===== src/rtl/serial_subtractor_pkg.sv =====
// Shared definitions for the bit-serial subtractor: FSM state encodings.
package serial_subtractor_pkg;

  typedef enum logic [1:0] {
    IDLE = 2'd0,
    RUN  = 2'd1,
    DONE = 2'd2
  } state_t;

endpackage


===== src/rtl/serial_subtractor_full_subtractor.sv =====
// One-bit full subtractor: d = a - b - bin, bout set when the column underflows.
module full_subtractor (
  input  logic a,
  input  logic b,
  input  logic bin,
  output logic d,
  output logic bout
);

  assign d    = a ^ b ^ bin;
  assign bout = (~a & b) | (~a & bin) | (b & bin);

endmodule


===== src/rtl/serial_subtractor.sv =====
// Bit-serial N-bit unsigned subtractor: one bit per cycle, LSB first, with a
// one-cycle done pulse and result registers that hold between operations.
module serial_subtractor
  import serial_subtractor_pkg::*;
#(
  parameter int N = 4
) (
  input  logic         clk,
  input  logic         rst,
  input  logic         start,
  input  logic [N-1:0] minuend,
  input  logic [N-1:0] subtrahend,
  output logic         busy,
  output logic         done,
  output logic [N-1:0] difference,
  output logic         borrow_out
);

  localparam int CW = $clog2(N);
  localparam logic [CW-1:0] LAST = CW'(N - 1);

  state_t state, state_next;

  logic [N-1:0]  a_sr, b_sr, res_sr;
  logic [CW-1:0] count;
  logic          borrow;
  logic          d_bit, bout_bit;
  logic          last_bit;

  full_subtractor u_fs (
    .a    (a_sr[0]),
    .b    (b_sr[0]),
    .bin  (borrow),
    .d    (d_bit),
    .bout (bout_bit)
  );

  assign last_bit = (count == LAST);

  always_ff @(posedge clk) begin
    if (rst) state <= IDLE;
    else     state <= state_next;
  end

  always_comb begin
    state_next = state;
    case (state)
      IDLE:    if (start) state_next = RUN;
      RUN:     if (last_bit) state_next = DONE;
      DONE:    state_next = IDLE;
      default: state_next = IDLE;
    endcase
  end

  always_comb begin
    busy = (state == RUN) || (state == DONE);
    done = (state == DONE);
  end

  // The final bit is folded into the result as it is loaded, so difference
  // already holds the complete word during the DONE cycle.
  always_ff @(posedge clk) begin
    if (rst) begin
      a_sr       <= '0;
      b_sr       <= '0;
      res_sr     <= '0;
      count      <= '0;
      borrow     <= 1'b0;
      difference <= '0;
      borrow_out <= 1'b0;
    end else begin
      case (state)
        IDLE: begin
          if (start) begin
            a_sr   <= minuend;
            b_sr   <= subtrahend;
            borrow <= 1'b0;
            count  <= '0;
          end
        end
        RUN: begin
          res_sr <= {d_bit, res_sr[N-1:1]};
          borrow <= bout_bit;
          a_sr   <= a_sr >> 1;
          b_sr   <= b_sr >> 1;
          if (last_bit) begin
            difference <= {d_bit, res_sr[N-1:1]};
            borrow_out <= bout_bit;
          end else begin
            count <= count + 1'b1;
          end
        end
        default: ;
      endcase
    end
  end

endmodule


===== config.mk =====
export PLATFORM = sky130hd
export DESIGN_NAME = serial_subtractor
export DESIGN_NICKNAME = d
export VERILOG_FILES = /design/src/rtl/serial_subtractor_pkg.sv /design/src/rtl/serial_subtractor_full_subtractor.sv /design/src/rtl/serial_subtractor.sv
export SDC_FILE = /design/constraint.sdc
export NUM_CORES = 1
export LEC_CHECK = 0
export CORE_MARGIN = 1.5
export CORE_UTILIZATION = 25
export CTS_CLUSTER_SIZE = 20
export DETAILED_ROUTE_END_ITERATION = 16
export DONT_BUFFER_PORTS = 1
export PLACE_DENSITY = 0.4
export SYNTH_ARGS = -nofsm -noshare
export SYNTH_HDL_FRONTEND = slang
export SYNTH_HIERARCHICAL = 1
export SYNTH_SLANG_ARGS = --single-unit

===== constraint.sdc =====
create_clock -name clk -period 3.4 [get_ports clk]
set_input_delay 0.68 -clock clk [delete_from_list [all_inputs] [get_ports clk]]
set_output_delay 0.68 -clock clk [all_outputs]
set_load 0.03 [all_outputs]

Word-level counts from Yosys, hierarchy flattened
Index checks and enable logic that the tools add are counted. Widths: inputs -> output; s select.

Add/subtract/negate cells: 1. Eq/ne operators: 6. Mux-type cells: 12. Bitwise logic cells: 8. Reduce and logical (&&, ||, !) cells: 7.

Operators with widths (number): $pmux 4 s2 (2); $mux 2 (4); $mux 4 (2); $pmux 2 s2 (2); $ne 2x2->1 const B (3); $reduce_and 2->1 (3); $eq 2x2->1 const B (2); $and 1x1->1 (3); $reduce_and 3->1 (1); $add 2x1->2 const B (1); $eq 2x1->1 const B (1); $logic_not 2->1 (1); $or 1x1->1 (2); $pmux 1 s2 (1); $reduce_bool 2->1 (1); $xor 1x1->1 (2); $logic_or 1x1->1 (1); $mux 1 (1); $not 1->1 (1).

Flip-flop bits (word level): 22. Input bits: 11. Output and inout bits: 7. Word-level logic and storage cells: 42.

Logic depth before layout (Yosys ltp)
Depth in word-level cells: 5. Depth in mapped cells: 7.

Cells and area by module
The synthesis kept the hierarchy.

By module, submodules not included: serial_subtractor (times used 1, cells each 104, area each 1012.2 µm², sequential area each 420.4 µm²); full_subtractor (times used 1, cells each 3, area each 27.5 µm², sequential area each 0.0 µm²).

Worst setup path after synthesis
OpenSTA, ideal clock, no wires.

Path type: flip-flop to output port. Start: register state[0]. End: output busy. Arrival: 0.846 ns. Required time: 2.720 ns. Slack: 1.874 ns. Cell stages (with the launch flop): 3. Buffers on the path: 0. Cell sequence: dfxtp_1 > inv_1 > ha_1.

Longest elaborated chain between the ends: 2.

RTL lines: start, declared (line serial_subtractor.sv:22) `state_t state, state_next;`; start signal, assigned (line serial_subtractor.sv:42) `else state <= state_next;`; $eq 2x1->1 or $eq 2x2->1 (tied branches) (line serial_subtractor.sv:56) `busy = (state == RUN) || (state == DONE);`; $logic_or 1x1->1 (*) (line serial_subtractor.sv:56); end, declared (line serial_subtractor.sv:13) `output logic busy,`.

Mark *: on every way between the ends. The rest lies on a longest branch, timed or not.

Final worst setup path
Ends and elaborated chain as after synthesis.

==> metrics.txt <==
layout cells sized above 1=14.3%; GRT met3 Usage=3.17%; CTS tree=yes; CTS resizes=0; final std cells w/o fill=155; unrepaired setup endpoints after global routing=false; Max Fanout on Critical Path=4; later-pin clock latency in the skew report=0.26 ns; Synthesized Nets=125; startpoint types=flop; GRT overflow=0; Setup Fix Bufs, Post-CTS=0; Die Wd=67.5 um; Hold Path Depth=2; area grow syn2layout=6.14%; global-route layer with the greatest usage=met2; Tot GR Track Use=9.74%; nets=124; Vias/cell=4.65; Syn Area/Cell=9.72 um2; clk sink count=21; period utilization=55.4%; WS Path Type=reg2out; die area=0.00455 mm2; final slew viol count=0; worst hold endpoint=difference[0]; First DRT Iteration DRCs=25; Setup-failing EPs final=0; Root Buffer=clkbuf_8; Synth cell types=27; depth of the worst register-to-register path=5; core area=0.00400 mm2; first-pass GRT wire length=3.22 mm; CP endpoint kind=output port; Setup TNS=0 ns; Initial Util=26.0%; Design Power=566 uW; Min Hold Slack=0.451 ns; Reg2Reg Setup Slack=1.67 ns; origin of the critical flop-to-flop path=state[1]; Rel. slew slack=60.4%; Worst Tran Pin Value=0.594 ns; Synth area leader=dfxtp_1; Die Span Y=67.5 um; Post-CTS Hold Fix Bufs=0; final wirelength=2.04 mm; drt pass-1 iters=4; H-tree depth=1; Num CTS Buffers=3; post-synth top area share=40.4%; dpl cells=151; Max Fclk=531 MHz; Worst VDD drop=0.153 mV; met2 Use GR=15.4%; Yosys reg bits=21; Antenna Nets Post-Route=0; DR DRC count=0; R2R Path End=b_sr[1]; Synth Warn #=6; Synth area leaders=dfxtp_1 (40%), mux2i_1 (9.6%), a211oi_2 (7.2%); antenna violations before repair=0; routed len/inst=13.1 um; post-synthesis sequential area ratio=40.4%; clock period minus worst slack=1.88 ns; Hold Startpoint=res_sr[1]; Final Hold Viols=0; Crit path arrival time=1.20 ns; antenna fix cells=0; largest net degree at the start of global routing=22; Cell Pwr Density=513 mW/mm2; status=complete, no violations; Final Wtd Congestion=0.685; reported leakage power=0.408 nW; worst clock skew=0.00266 ns; max-cap violation count=0; Syn Inst Count=107; grt met1 use=11.5%; vias=721; Worst EP required=2.72 ns; DP HPWL=1.46 mm; Reg clk slew, reported paths=0.08 ns; min-delay worst type=reg2reg; I/O pin cnt=18; I/O Buffers=0; Clock Tree Buf Depth=2; vias in the first global route=695; Core Rows=23; synthesized cell area=0.00104 mm2
[per-stage QoR]
| stage | cell area (um2) | util (%) | worst slack (ns) |
|---|---|---|---|
| CTS | 1100 | 27.6 | 1.51 |
| detailed placement | 1060 | 26.5 | 1.67 |
| global placement | 1060 | 26.5 | 1.75 |
| global route | 1100 | 27.6 | 1.48 |
| finish | 1100 | 27.6 | 1.52 |
| floorplan | 1040 | - | 1.87 |
[cell type report]
cell class / instances / area, um2
Multi-Input combinational cell: 75 / 557
Inverter: 5 / 18.8
Fill cell: 427 / 2900
Clock buffer: 4 / 45.0
Sequential cell: 21 / 420
Tap cell: 50 / 62.6
[worst max path at each step]
stage | to | slack (ns) | from | cells after the start
after floorplan | busy | 1.87 | state[0] | 2
after global placement | b_sr[2] | 1.75 | state[1] | 5
after detailed placement | b_sr[1] | 1.67 | state[1] | 5
after CTS | busy | 1.51 | state[0] | 2
after global routing | busy | 1.48 | state[0] | 2
final | busy | 1.52 | state[0] | 2
[power by group]
| group | switching, mW | internal [mW] |
|---|---|---|
| sequential | 0.0123 | 0.264 |
| combinational | 0.0701 | 0.0511 |
| clock | 0.0848 | 0.0837 |
| total | 0.167 | 0.399 |
[cells in the final DEF (no fill, tap or decap), types with 2 or more instances in the layout]
cell | netlist | layout
o41ai_1 | 2 | 2
a21oi_1 | 7 | 7
a211oi_2 | 6 | 6
mux2i_1 | 10 | 10
nand2b_1 | 2 | 2
dfxtp_1 | 21 | 21
clkbuf_8 | 0 | 3
inv_1 | 5 | 5
nand2_1 | 14 | 14
nor2_2 | 3 | 3
o311ai_1 | 2 | 2
ha_1 | 6 | 6
a22oi_1 | 2 | 2
nor2_1 | 10 | 10
[state kept, by name, indices dropped and copies added, names as in the netlist]
register,flops
a_sr,4
borrow,1
count,2
res_sr,3
borrow_out,1
state,2
difference,4
b_sr,4
[cells in the mapped netlist, drive strengths merged]
cell / number
a21oi: 8
fa: 1
a22oi: 2
mux2: 1
and3b: 1
mux2i: 10
buf: 5
o311ai: 2
nand3: 2
a211oi: 6
ha: 6
o21ai: 1
a21o: 1
inv: 5
nor2: 13
nor2b: 1
and2: 1
or2b: 1
dfxtp: 21
nand2b: 2
nand2: 14
o41ai: 2
clkbuf: 1
[critical path, stage by stage (launching register included)]
cell,delay [ns]
dfxtp_1,0.37
inv_1,0.11
ha_1,0.46
[per-layer routing]
| layer | part of all wire (%) | routed length (um) |
|---|---|---|
| met3 | 5.6 | 115 |
| met5 | 0 | 0 |
| met2 | 45 | 915 |
| met4 | 2.1 | 42 |
| met1 | 47 | 963 |
[cells by family after synthesis]
kind of cell | count (synthesis) | share of synthesized area [%]
buffers and inverters | 11 | 6.02
DFF | 21 | 40.4
adders and majority gates | 7 | 9.15
AOI/OAI and AO/OA | 22 | 17.4
and+or+nand+nor | 35 | 15.9
muxes | 11 | 11.1
(Power assumes the default switching activity.)
